$ cat src/rtl/mem_access_ctrl.sv
// Memory access controller: sole driver of the 16-bit word memory pins.
// Serves single-word writes and 1-4 beat incrementing read bursts with a backpressured response channel.
module mem_access_ctrl #(
    parameter int address_size = 16,
    parameter int data_size    = 16,
    parameter int burst_bits   = 2
) (
    input  logic                    clk,
    input  logic                    reset,
    input  logic                    req_valid,
    output logic                    req_ready,
    input  logic                    req_write,
    input  logic [address_size-1:0] req_addr,
    input  logic [data_size-1:0]    req_wdata,
    input  logic [burst_bits-1:0]   req_len,
    output logic                    rsp_valid,
    input  logic                    rsp_ready,
    output logic [data_size-1:0]    rsp_rdata,
    output logic                    rsp_last,
    output logic                    busy,
    output logic [address_size-1:0] mem_address,
    output logic                    mem_read_write,
    output logic                    mem_enable,
    output logic                    mem_output_en,
    output logic [data_size-1:0]    mem_data_out,
    input  logic [data_size-1:0]    mem_data_in
);

    typedef enum logic [2:0] {
        IDLE       = 3'd0,
        WRITE      = 3'd1,
        RD_ISSUE   = 3'd2,
        RD_CAPTURE = 3'd3,
        RESP       = 3'd4
    } state_t;

    state_t                    state;
    state_t                    state_nxt;
    logic [address_size-1:0]   addr_q;
    logic [data_size-1:0]      wdata_q;
    logic [burst_bits-1:0]     count_q;
    logic                      accept;
    logic                      rsp_hs;

    // Unsigned increment that wraps at the top of the address space.
    function automatic logic [address_size-1:0] next_addr(input logic [address_size-1:0] a);
        return a + {{(address_size-1){1'b0}}, 1'b1};
    endfunction

    assign req_ready = (state == IDLE) && reset;
    assign accept    = req_valid && req_ready;
    assign rsp_hs    = (state == RESP) && rsp_valid && rsp_ready;
    assign busy      = (state != IDLE);

    always_ff @(posedge clk or negedge reset) begin
        if (!reset) begin
            state <= IDLE;
        end else begin
            state <= state_nxt;
        end
    end

    always_comb begin
        state_nxt = state;
        case (state)
            IDLE: begin
                if (accept) begin
                    state_nxt = req_write ? WRITE : RD_ISSUE;
                end
            end
            WRITE:      state_nxt = IDLE;
            RD_ISSUE:   state_nxt = RD_CAPTURE;
            RD_CAPTURE: state_nxt = RESP;
            RESP: begin
                if (rsp_hs) begin
                    state_nxt = rsp_last ? IDLE : RD_ISSUE;
                end
            end
            default:    state_nxt = IDLE;
        endcase
    end

    // Memory pins: the read controls stay up through capture so the output register keeps driving.
    always_comb begin
        mem_address    = addr_q;
        mem_read_write = 1'b0;
        mem_enable     = 1'b0;
        mem_output_en  = 1'b0;
        mem_data_out   = '0;
        case (state)
            WRITE: begin
                mem_enable   = 1'b1;
                mem_data_out = wdata_q;
            end
            RD_ISSUE, RD_CAPTURE: begin
                mem_enable     = 1'b1;
                mem_read_write = 1'b1;
                mem_output_en  = 1'b1;
            end
            default: ;
        endcase
    end

    always_ff @(posedge clk or negedge reset) begin
        if (!reset) begin
            addr_q    <= '0;
            wdata_q   <= '0;
            count_q   <= '0;
            rsp_valid <= 1'b0;
            rsp_last  <= 1'b0;
            rsp_rdata <= '0;
        end else begin
            if (accept) begin
                addr_q  <= req_addr;
                wdata_q <= req_wdata;
                count_q <= req_len;
            end
            if (state == RD_CAPTURE) begin
                rsp_rdata <= mem_data_in;
                rsp_valid <= 1'b1;
                rsp_last  <= (count_q == '0);
            end
            // A non-final handshake advances to the next beat of the burst.
            if (rsp_hs) begin
                rsp_valid <= 1'b0;
                if (!rsp_last) begin
                    addr_q  <= next_addr(addr_q);
                    count_q <= count_q - 1'b1;
                end
            end
        end
    end

endmodule

$ cat config.mk
export PLATFORM = sky130hd
export DESIGN_NAME = mem_access_ctrl
export DESIGN_NICKNAME = d
export VERILOG_FILES = /design/src/rtl/mem_access_ctrl.sv
export SDC_FILE = /design/constraint.sdc
export NUM_CORES = 1
export LEC_CHECK = 0
export ABC_AREA = 1
export BUFFER_PORTS_ARGS = -buffer_cell sky130_fd_sc_hd__buf_2
export CAP_MARGIN = 10
export CELL_PAD_IN_SITES_DETAIL_PLACEMENT = 0
export CELL_PAD_IN_SITES_GLOBAL_PLACEMENT = 1
export CORE_MARGIN = 2
export CORE_UTILIZATION = 30
export DETAILED_ROUTE_END_ITERATION = 8
export PLACE_DENSITY = 0.8
export SKIP_CTS_REPAIR_TIMING = 1
export SYNTH_ARGS = -nofsm -noshare
export SYNTH_HDL_FRONTEND = slang
export SYNTH_SLANG_ARGS = --single-unit
$ cat constraint.sdc
create_clock -name clk -period 4.8 [get_ports clk]
set_clock_uncertainty 0.2 [all_clocks]
set_input_delay 0.72 -clock clk [delete_from_list [all_inputs] [get_ports clk]]
set_output_delay 0.72 -clock clk [all_outputs]
set_load 0.03 [all_outputs]
==> summary.md, run 1 <==
| Metric | Value |
|---|---|
| H-tree levels | 2 |
| Cts bufs inserted | 5 |
| WL final | 7540 um |
| Crit path buf inv count | 2 |
| Clock Tree Root | clkbuf_8 |
| CP Data Required Time | a little under 4 ns |
| Clk_lat worst skew | roughly 0.3 ns |
| Worst reg2reg path endpoint | mem_address[13] |
| First-pass detailed-route iteration total | 4 |
| Headroom to the max-slew limit | 0.525 |
| Hpwl dp | roughly 5500 um |
| # IOs | between 100 and 150 |
| Status | finished clean |
| Rows | 35 |
| Most frequent cells in the layout | 151 x nand2_1, 109 x buf_2, 55 x dfrtp_1, 46 x inv_1, 41 x nor2_1 |
| Max FO, Critical Path | 16 |
| Nature of the critical path endpoint | output port |
| Reg2Reg Setup Slack | between 2 and 3 ns |
| CTS sink count | between 50 and 60 |
| Most common cell after layout, fill and taps aside | nand2_1 |
| Floorplan die height | between 100 and 150 um |
| Gr usage total | 0.147 |
| Met3 wire length | about 350 um |
| Switching share of power | 0.512 |
| Core ar. | ~9300 um^2 |
| CTS tree | done |
| Top sig layer | met4 |
| Cells after Synth | around 390 |
| Post-synthesis average cell area | 7.47 um^2 |
| Worst Path Arrival | between 1.5 and 2 ns |
| Ratio of cells with drive above 1 in the final layout | 0.277 |
| Post-synth EDFFs | 0 |
| DRT iter0 DRCs | 82 |
| M1 WL | about 3500 um |
| Syn_nets | roughly 440 |
| Flops & latches, synth | 55 |
| IO buf count | approximately 110 |
| Logic pwr share | 0.529 |
| Fill cell count | 1045 |
| Area of the multi-input gates | 1250 um^2 |
| Synthesized area | between 2000 and 3000 um^2 |
| Vias in the first global route | 2578 |
| Largest net degree at the start of global routing | 56 |
| Launch point of the worst path | state[1] |
| Clk pwr share | 0.111 |
| Final min period | roughly 2.7 ns |
| Die X | approximately 100 um |
| Achievable Freq | ~370 MHz |
| Synth cell types | 27 |
| CP cell instances | inv_1 > nand3_1 > nor2_1 > buf_2 |
| Leak | 1.99 nW |
| Ys Warns | 0 |
| Wirelength per Cell | around 12 um |
| First-pass GRT wire length | 12100 um |
| NetSw | ~1.2 mW |
| Worst Setup Path Type | reg -> out |
| Crit path to | mem_data_out[14] |
| Slowest stage delay, CP | about 0.47 ns |
| Async set-or-reset flop fraction in the synthesized netlist | 1.00 |
| Hold Crit Class | reg -> reg |
| GPL Wtd Cong | approximately 0.81 |
| Top Family by Delay on Critical Path | simple AND/OR/NAND/NOR gates |
| Total Die Area | about 10000 um^2 |
| Hold WS | about 0.28 ns |
| Via Count | around 2700 |
| PD cells | roughly 660 nW/um^2 |
| DRC viols | 0 |
| Final ANT Viol Nets | 0 |
| Setup crit start kind | flip-flop |
| Gr ovfl total | 0 |
| Count of final hold-check violations | 0 |
| Sequential power share | 0.360 |
| Maximum VDD drop | 0.232 mV |
| Initial antenna violation count | 0 |
| Nets | between 500 and 600 |
| Worst Reg-to-Reg Cells | 8 |
| Slew Limit Fails | 0 |
| Post-route clock period utilization | 0.564 |
| Main synth FF type | dfrtp_1 |
| Critical path depth | 4 |
| Routed vias/inst | around 4.4 |
| Internal | roughly 1.2 mW |
| Initial Util | 0.311 |
| Final TNS setup | 0 ns |
| Sequential area share after synthesis | 0.476 |
| Clk buf depth | 2 |
| Slew @ Worst Pin | between 0.7 and 0.8 ns |
| Final setup violation count | 0 |
| Routed wire length on met2 | 3560 um |
| P&R area growth vs syn | 25.3% |
| Clock transition at path regs | roughly 0.11 ns |
| Seq. cell area | about 1400 um^2 |
| Number of max-cap violations | 0 |
| RSZ-0062 raised after global routing | no |
| FF-to-FF Start | state[1] |
| Slowest-stage cell, CP | dfrtp_1 |
| Antenna cell count | 0 |
worst min path at each step:
stage	cells past startpoint	end	from	slack, ns
4_1_cts	2	rsp_rdata[12]	rsp_rdata[12]	0.29
6_report	2	rsp_rdata[12]	rsp_rdata[12]	0.28
2_1_floorplan	0	count_q[0]	reset	0.22
3_3_place_gp	2	rsp_rdata[12]	rsp_rdata[12]	0.26
5_1_grt	2	rsp_rdata[12]	rsp_rdata[12]	0.31
3_5_place_dp	2	rsp_rdata[12]	rsp_rdata[12]	0.26
area by class of cell:
cell class / instances / share of cell area
sequential: 55 / 0.380
multi-input combinational: 272 / 0.346
timing repair buffer: 111 / 0.155
inverter: 48 / 0.0497
tap: 129 / 0.0446
clock buffer: 6 / 0.0200
clock inverter: 2 / 0.00449
routing by layer:
| metal | GRT usage | vias up |
|---|---|---|
| met1 | 0.193 | 1246 |
| met4 | 0.0472 | 0 |
| met3 | 0.0294 | 6 |
| met5 | 0 | - |
| li1 | - | 1405 |
| met2 | 0.243 | 67 |
worst min-delay path: stages (launching register included):
cell and delay, ns:
dfrtp_1 0.35, nand2_1 0.05, nand2_1 0.05
registers in the layout, summed over array words and instances (netlist names):
name and count:
rsp_rdata 16, mem_address 16, state 3, rsp_valid 1
count_q 2, wdata_q 16, rsp_last 1
kinds of logic (layout without fill, tap and decap cells):
family	Yosys count	count (layout)	synth area share
AND/OR/NAND/NOR	233	233	0.340
buffers and inverters	60	167	0.0900
flip-flops	55	55	0.476
AO/OA/AOI/OAI	35	35	0.0792
adder cells (fa/ha/maj)	2	2	0.00865
XOR/XNOR	2	2	0.00606
through the flow:
| stage | instances | utilization | instance area, um^2 | power [mW] | worst slack, ns |
|---|---|---|---|---|---|
| final | 623 | 0.390 | 3620 | 2.39 | 2.09 |
| after global routing | 623 | 0.390 | 3620 | 2.61 | 1.85 |
| after detailed placement | 615 | 0.381 | 3530 | 2.15 | 2.37 |
| after floorplan | 387 | - | 2890 | 1.79 | 2.52 |
| after global placement | 615 | 0.381 | 3530 | 2.13 | 2.48 |
| after CTS | 623 | 0.390 | 3620 | 2.43 | 2.02 |
power by group through the flow:
stage	combinational, mW	clock (mW)	sequential, mW
final	1.26	0.264	0.861
after global routing	1.42	0.297	0.894
after CTS	1.28	0.278	0.865
after detailed placement	1.28	0	0.874
after global placement	1.26	0	0.865
after floorplan	0.668	0	1.12
synth_stat cells, types with 4 or more instances:
cell type | instances | share of area
dfrtp_1 | 55 | 0.48
buf_4 | 4 | 0.010
nand2_1 | 151 | 0.20
o211ai_2 | 7 | 0.030
nand3_1 | 28 | 0.048
nor2_1 | 41 | 0.053
inv_1 | 46 | 0.060
o21ai_0 | 24 | 0.042
buf_2 | 4 | 0.0069
Note: power is estimated with default switching activity, not from simulation.
==> run 2: changes to the inputs <==
Settings changed: PLACE_DENSITY 0.8 to 0.83.
Clock period 4.8 ns to 2.2 ns, I/O delays scaled along.
==> run 2 against run 1 <==
  * The flow now finishes with violations (negative hold slack)
  * Global-route usage down 0.27 points
  * Sequential cell count unchanged
  * Non-clock buffer count up 10
  * Critical path depth up 1
  * Sequential power up 120%
  * Core utilization up 1.1 points
  * Via count up 0.26%
  * Setup slack worse by 1.9 ns
  * Die area unchanged
  * Register-to-register slack worse by 2.3 ns
  * Total power up 120%
  * Sequential share of layout area down 1.0 points
  * Critical endpoint is now mem_data_out[9]
==> summary.md, run 2 (same netlist as run 1, synthesis figures left out) <==
| Metric | Value |
|---|---|
| Achievable Freq | a little under 500 MHz |
| Final Power | 5.29 mW (was 2.39 mW) |
| Slew @ Worst Pin | 0.714 ns (was 0.713 ns) |
| Most frequent cells in the layout | 151 x nand2_1, 109 x buf_2, 55 x dfrtp_1, 46 x inv_1, 41 x nor2_1 (unchanged) |
| Hold depth | 3 (was 2) |
| Worst Reg-to-Reg Cells | 8 (unchanged) |
| Non-Filler Instances | 633 (was 623) |
| Hold path startpoint | mem_data_in[1] (was rsp_rdata[12]) |
| Worst reg2reg path endpoint | mem_address[14] (was mem_address[13]) |
| CP Data Required Time | 1.67 ns (was 3.88 ns) |
| Final TNS setup | 0 ns (unchanged) |
| Clock transition at path regs | 0.11 ns (about the same) |
| Wirelength per Cell | 11.6 um (was 12.1 um) |
| Gr ovfl total | 0 (unchanged) |
| Vias in the first global route | 2656 (was 2578) |
| First-pass GRT wire length | 12000 um (was 12100 um) |
| Max FO, Critical Path | 16 (unchanged) |
| Nature of the critical path endpoint | output port (unchanged) |
| Hold Crit Class | in -> reg (was reg -> reg) |
| Maximum VDD drop | 0.545 mV (was 0.232 mV) |
| DRC viols | 0 (unchanged) |
| Initial Util | 0.311 (unchanged) |
| Headroom to the max-slew limit | 0.524 (was 0.525) |
| Final instance area | 3720 um^2 (was 3620 um^2) |
| Placed cells | 620 (was 615) |
| Most common cell after layout, fill and taps aside | nand2_1 (unchanged) |
| CP cell instances | inv_1 > nand3_1 > buf_4 > nor2_1 > buf_2 (was inv_1 > nand3_1 > nor2_1 > buf_2) |
| Final ANT Viol Nets | 0 (unchanged) |
| Clk buf depth | 2 (unchanged) |
| IO buf count | 109 (unchanged) |
| CTS sink count | 55 (unchanged) |
| Placed instance area | 3570 um^2 (was 3530 um^2) |
| Core ar. | 9280 um^2 (unchanged) |
| Slowest stage delay, CP | 0.47 ns (about the same) |
| Fill cell count | 1043 (was 1045) |
| Post-route clock period utilization | 0.924 |
| Routed vias/inst | 4.31 (was 4.37) |
| Clk_lat worst skew | 0.32 ns (was 0.30 ns) |
| Slew Limit Fails | 0 (unchanged) |
| Violated checks | negative hold slack |
| Gr usage total | 0.144 (was 0.147) |
| Clock Tree Root | clkbuf_8 (unchanged) |
| Met1 usage | 0.188 (was 0.193) |
| Floorplan die height | 102 um (unchanged) |
| Worst Path Arrival | 1.50 ns (was 1.79 ns) |
| Hpwl dp | 5380 um (was 5520 um) |
| Ratio of cells with drive above 1 in the final layout | 0.284 (was 0.277) |
| FF-to-FF Start | state[1] (unchanged) |
| Worst Setup Path Type | reg -> out (unchanged) |
| # IOs | 110 (unchanged) |
| Global routing usage on met3 | 0.0301 (was 0.0294) |
| Final core occ | 0.401 (was 0.390) |
| Status | complete, but fails checks (was finished clean) |
| Rows | 35 (unchanged) |
| M2 GR Usage | 0.240 (was 0.243) |
| GRT busiest layer | met2 (unchanged) |
| Number of max-cap violations | 0 (unchanged) |
| Leak | 2.05 nW (was 1.99 nW) |
| Final min period | between 2 and 2.5 ns |
| Reg2Reg Setup Slack | 0.34 ns (was 2.67 ns) |
| Slowest-stage cell, CP | dfrtp_1 (unchanged) |
| GPL Wtd Cong | 0.815 (was 0.808) |
| Initial antenna violation count | 0 (unchanged) |
| Via Count | 2731 (was 2724) |
| Final setup violation count | 0 (unchanged) |
| Setup crit start kind | flip-flop (unchanged) |
| RSZ-0062 raised after global routing | no (unchanged) |
| Cts bufs inserted | 5 (unchanged) |
| WL final | 7360 um (was 7540 um) |
| Die X | 102 um (unchanged) |
| Hold WS | -0.00550 ns (was 0.285 ns) |
| PD cells | 1420 nW/um^2 (was 659 nW/um^2) |
| Min-Delay Endpoint | rsp_rdata[1] (was rsp_rdata[12]) |
| First-pass detailed-route iteration total | 4 (unchanged) |
| Largest net degree at the start of global routing | 56 (unchanged) |
| Antenna cell count | 0 (unchanged) |
| Nets | 560 (was 550) |
| P&R area growth vs syn | 28.8% (was 25.3%) |
| Count of final hold-check violations | 3 (was 0) |
| DRT iter0 DRCs | 81 (was 82) |
| H-tree levels | 2 (unchanged) |
| CTS tree | done (unchanged) |
| Total Die Area | 10400 um^2 (unchanged) |
==> run 2: changes by cell type in the layout (fill, tap and decap cells not counted) <==
cell	change
inv_6	-1
clkbuf_8	+1
clkinv_4	+1
inv_8	+1
dlygate4sd3_1	+5
clkbuf_1	-1
buf_4	+5
clkinvlp_4	-1
==> run 2: how the worst max path moves through the flow <==
stage	slack [ns]	from	cells after the start	end
6_report	0.17	state[1]	5	mem_data_out[9]
5_1_grt	0.02	state[1]	5	mem_data_out[8]
4_1_cts	0.14	state[1]	5	mem_data_out[2]
3_5_place_dp	0.33	state[1]	6	mem_address[12]
3_3_place_gp	0.37	state[1]	6	mem_address[12]
2_1_floorplan	0.31	state[1]	4	mem_data_out[10]
==> run 2: through the flow <==
stage | worst slack, ns | hold slack, ns
finish | 0.166 | -0.00550
global route | 0.0174 | 0.00317
CTS | 0.144 | -0.0160
detailed placement | 0.329 | 0.264
global placement | 0.373 | 0.261
floorplan | 0.312 | -0.166
==> run 2: power breakdown <==
| part | total [mW] | switching, mW | internal [mW] |
|---|---|---|---|
| clock | 0.631 | 0.364 | 0.266 |
| combinational | 2.78 | 1.94 | 0.848 |
| sequential | 1.88 | 0.379 | 1.50 |
==> run 2: cell type report <==
type	count	area, um^2	area share
Tap cell	129	161	0.0433
Multi-Input combinational cell	272	1250	0.337
Clock buffer	6	82.6	0.0222
Clock inverter	2	20.0	0.00538
Inverter	48	180	0.0484
Sequential cell	55	1380	0.370
Timing Repair Buffer	121	648	0.174
==> run 2: worst max-delay path: cells and delay by family, from the launching register on <==
kind	cells	cell delay [ns]
simple gates	2	0.19
buf+inv	3	0.52
flops	1	0.47
==> run 2: metal layers <==
metal / vias to the layer above / part of all wire
li1: 1419 / -
met4: 0 / 0.0099
met3: 7 / 0.059
met1: 1240 / 0.46
met2: 65 / 0.47
met5: - / 0
==> run 3: changes to the inputs <==
Settings changed: CORE_MARGIN 2 to default.
==> run 3 against run 2 <==
  * The run still ends with negative hold slack left
  * Register-to-register slack got worse by 0.03 ns
  * Design area increased by 0.24%
  * Setup slack improved by 0.0080 ns
  * Sequential share of layout area decreased by 0.087 points
  * Highest routed layer unchanged
==> summary.md, run 3 (same netlist as run 1, synthesis figures left out) <==
| Metric | Value |
|---|---|
| Status | complete, but fails checks (unchanged) |
| Violated checks | negative hold slack (unchanged) |
| FF-to-FF Start | state[1] (unchanged) |
| Via Count | 2795 (was 2731) |
| CTS sink count | 55 (unchanged) |
| First-pass detailed-route iteration total | 4 (unchanged) |
| Antenna cell count | 0 (unchanged) |
| Initial antenna violation count | 0 (unchanged) |
| Number of max-cap violations | 0 (unchanged) |
| Hold Crit Class | in -> async (was in -> reg) |
| Final Power | 5.25 mW (was 5.29 mW) |
| RSZ-0062 raised after global routing | no (unchanged) |
| Final min period | 2.03 ns (about the same) |
| Routed vias/inst | 4.40 (was 4.31) |
| Cts bufs inserted | 5 (unchanged) |
| IO buf count | 109 (unchanged) |
| Worst Path Arrival | 1.50 ns (about the same) |
| Most frequent cells in the layout | 151 x nand2_1, 109 x buf_2, 55 x dfrtp_1, 46 x inv_1, 41 x nor2_1 (unchanged) |
| Max FO, Critical Path | 16 (unchanged) |
| Nets | 562 (was 560) |
| Total Die Area | 10000 um^2 (was 10400 um^2) |
| Wirelength per Cell | 11.3 um (was 11.6 um) |
| Placed instance area | 3570 um^2 (unchanged) |
| DRC viols | 0 (unchanged) |
| Leak | 2.05 nW (about the same) |
| Floorplan die height | 100 um (was 102 um) |
| Place WS | 0.342 ns (was 0.329 ns) |
| Core ar. | 9280 um^2 (unchanged) |
| PD cells | 1410 nW/um^2 (was 1420 nW/um^2) |
| CP Data Required Time | 1.67 ns (about the same) |
| Clk buf depth | 2 (unchanged) |
| Worst Reg-to-Reg Cells | 8 (unchanged) |
| Ratio of cells with drive above 1 in the final layout | 0.283 (was 0.284) |
| Final setup violation count | 0 (unchanged) |
| Hpwl dp | 5220 um (was 5380 um) |
| WL final | 7200 um (was 7360 um) |
| Initial Util | 0.311 (unchanged) |
| Headroom to the max-slew limit | 0.527 (was 0.524) |
| Reg2Reg Setup Slack | 0.31 ns (was 0.34 ns) |
| Final TNS setup | 0 ns (unchanged) |
| GPL Wtd Cong | 0.799 (was 0.815) |
| Post-route clock period utilization | 0.921 (was 0.924) |
| Die X | 100 um (was 102 um) |
| Worst Setup Path Type | reg -> out (unchanged) |
| Worst reg2reg path endpoint | mem_address[14] (unchanged) |
| First-pass GRT wire length | 12200 um (was 12000 um) |
| Hold WS | -0.0382 ns (was -0.00550 ns) |
| Achievable Freq | 494 MHz (was 492 MHz) |
| Setup crit start kind | flip-flop (unchanged) |
| H-tree levels | 2 (unchanged) |
| Gr ovfl total | 0 (unchanged) |
| DRT iter0 DRCs | 88 (was 81) |
| Vias in the first global route | 2657 (was 2656) |
| Rows | 35 (unchanged) |
| Clock transition at path regs | 0.11 ns (about the same) |
| Count of final hold-check violations | 51 (was 3) |
| Final ANT Viol Nets | 0 (unchanged) |
| Non-Filler Instances | 635 (was 633) |
| Placed cells | 620 (unchanged) |
| Final instance area | 3730 um^2 (was 3720 um^2) |
| Nature of the critical path endpoint | output port (unchanged) |
| Fill cell count | 968 (was 1043) |
| # IOs | 110 (unchanged) |
| Clock Tree Root | clkbuf_8 (unchanged) |
| Final setup margin | 0.174 ns (was 0.166 ns) |
| CTS tree | done (unchanged) |
| Most common cell after layout, fill and taps aside | nand2_1 (unchanged) |
| P&R area growth vs syn | 29.1% (was 28.8%) |
| Clk_lat worst skew | 0.32 ns (about the same) |
| Gr usage total | 0.154 (was 0.144) |
| Maximum VDD drop | 0.540 mV (was 0.545 mV) |
| Slew @ Worst Pin | 0.710 ns (was 0.714 ns) |
| Largest net degree at the start of global routing | 56 (unchanged) |
| Slew Limit Fails | 0 (unchanged) |
run 3: worst max-delay path, cell delays in order, from the launching register on:
cell and delay, ns:
dfrtp_1 0.47, inv_1 0.12, nand3_1 0.07, buf_4 0.20
nor2_1 0.10, buf_2 0.20
run 3: power by group:
part,total [mW],switching (mW),internal [mW]
Combinational,2.78,1.93,0.850
Sequential,1.88,0.385,1.50
Clock,0.591,0.361,0.229
Total,5.25,2.67,2.58
run 3: worst max path at each step:
stage / depth (start not counted) / end / from
2_1_floorplan: 4 / mem_data_out[10] / state[1]
3_3_place_gp: 6 / mem_address[5] / state[1]
4_1_cts: 5 / mem_data_out[3] / state[1]
3_5_place_dp: 8 / mem_address[14] / state[1]
5_1_grt: 5 / mem_data_out[8] / state[1]
6_report: 5 / mem_data_out[6] / state[1]
run 3: stage by stage:
stage          utilization  hold WS (ns)
2_1_floorplan            -        -0.166
3_3_place_gp         0.385         0.261
3_5_place_dp         0.385         0.265
4_1_cts              0.394       -0.0196
5_1_grt              0.402       0.00251
6_report             0.402       -0.0382
run 3: routing by layer:
metal / wire length [um] / up-vias / track usage
met5: 0 / - / 0
met4: 93 / 0 / 0.0502
met3: 333 / 6 / 0.0320
met2: 3350 / 67 / 0.259
met1: 3420 / 1299 / 0.197
li1: - / 1423 / -
run 3: layout make-up:
class                   count  area, um^2  area share
clock buffers               5        68.8      0.0184
clock inverters             3        22.5     0.00603
inverters                  48         180      0.0483
multi-input cells         272        1250       0.336
flip-flops and latches     55        1380       0.369
well taps                 129         161      0.0432
repair buffers            123         668       0.179
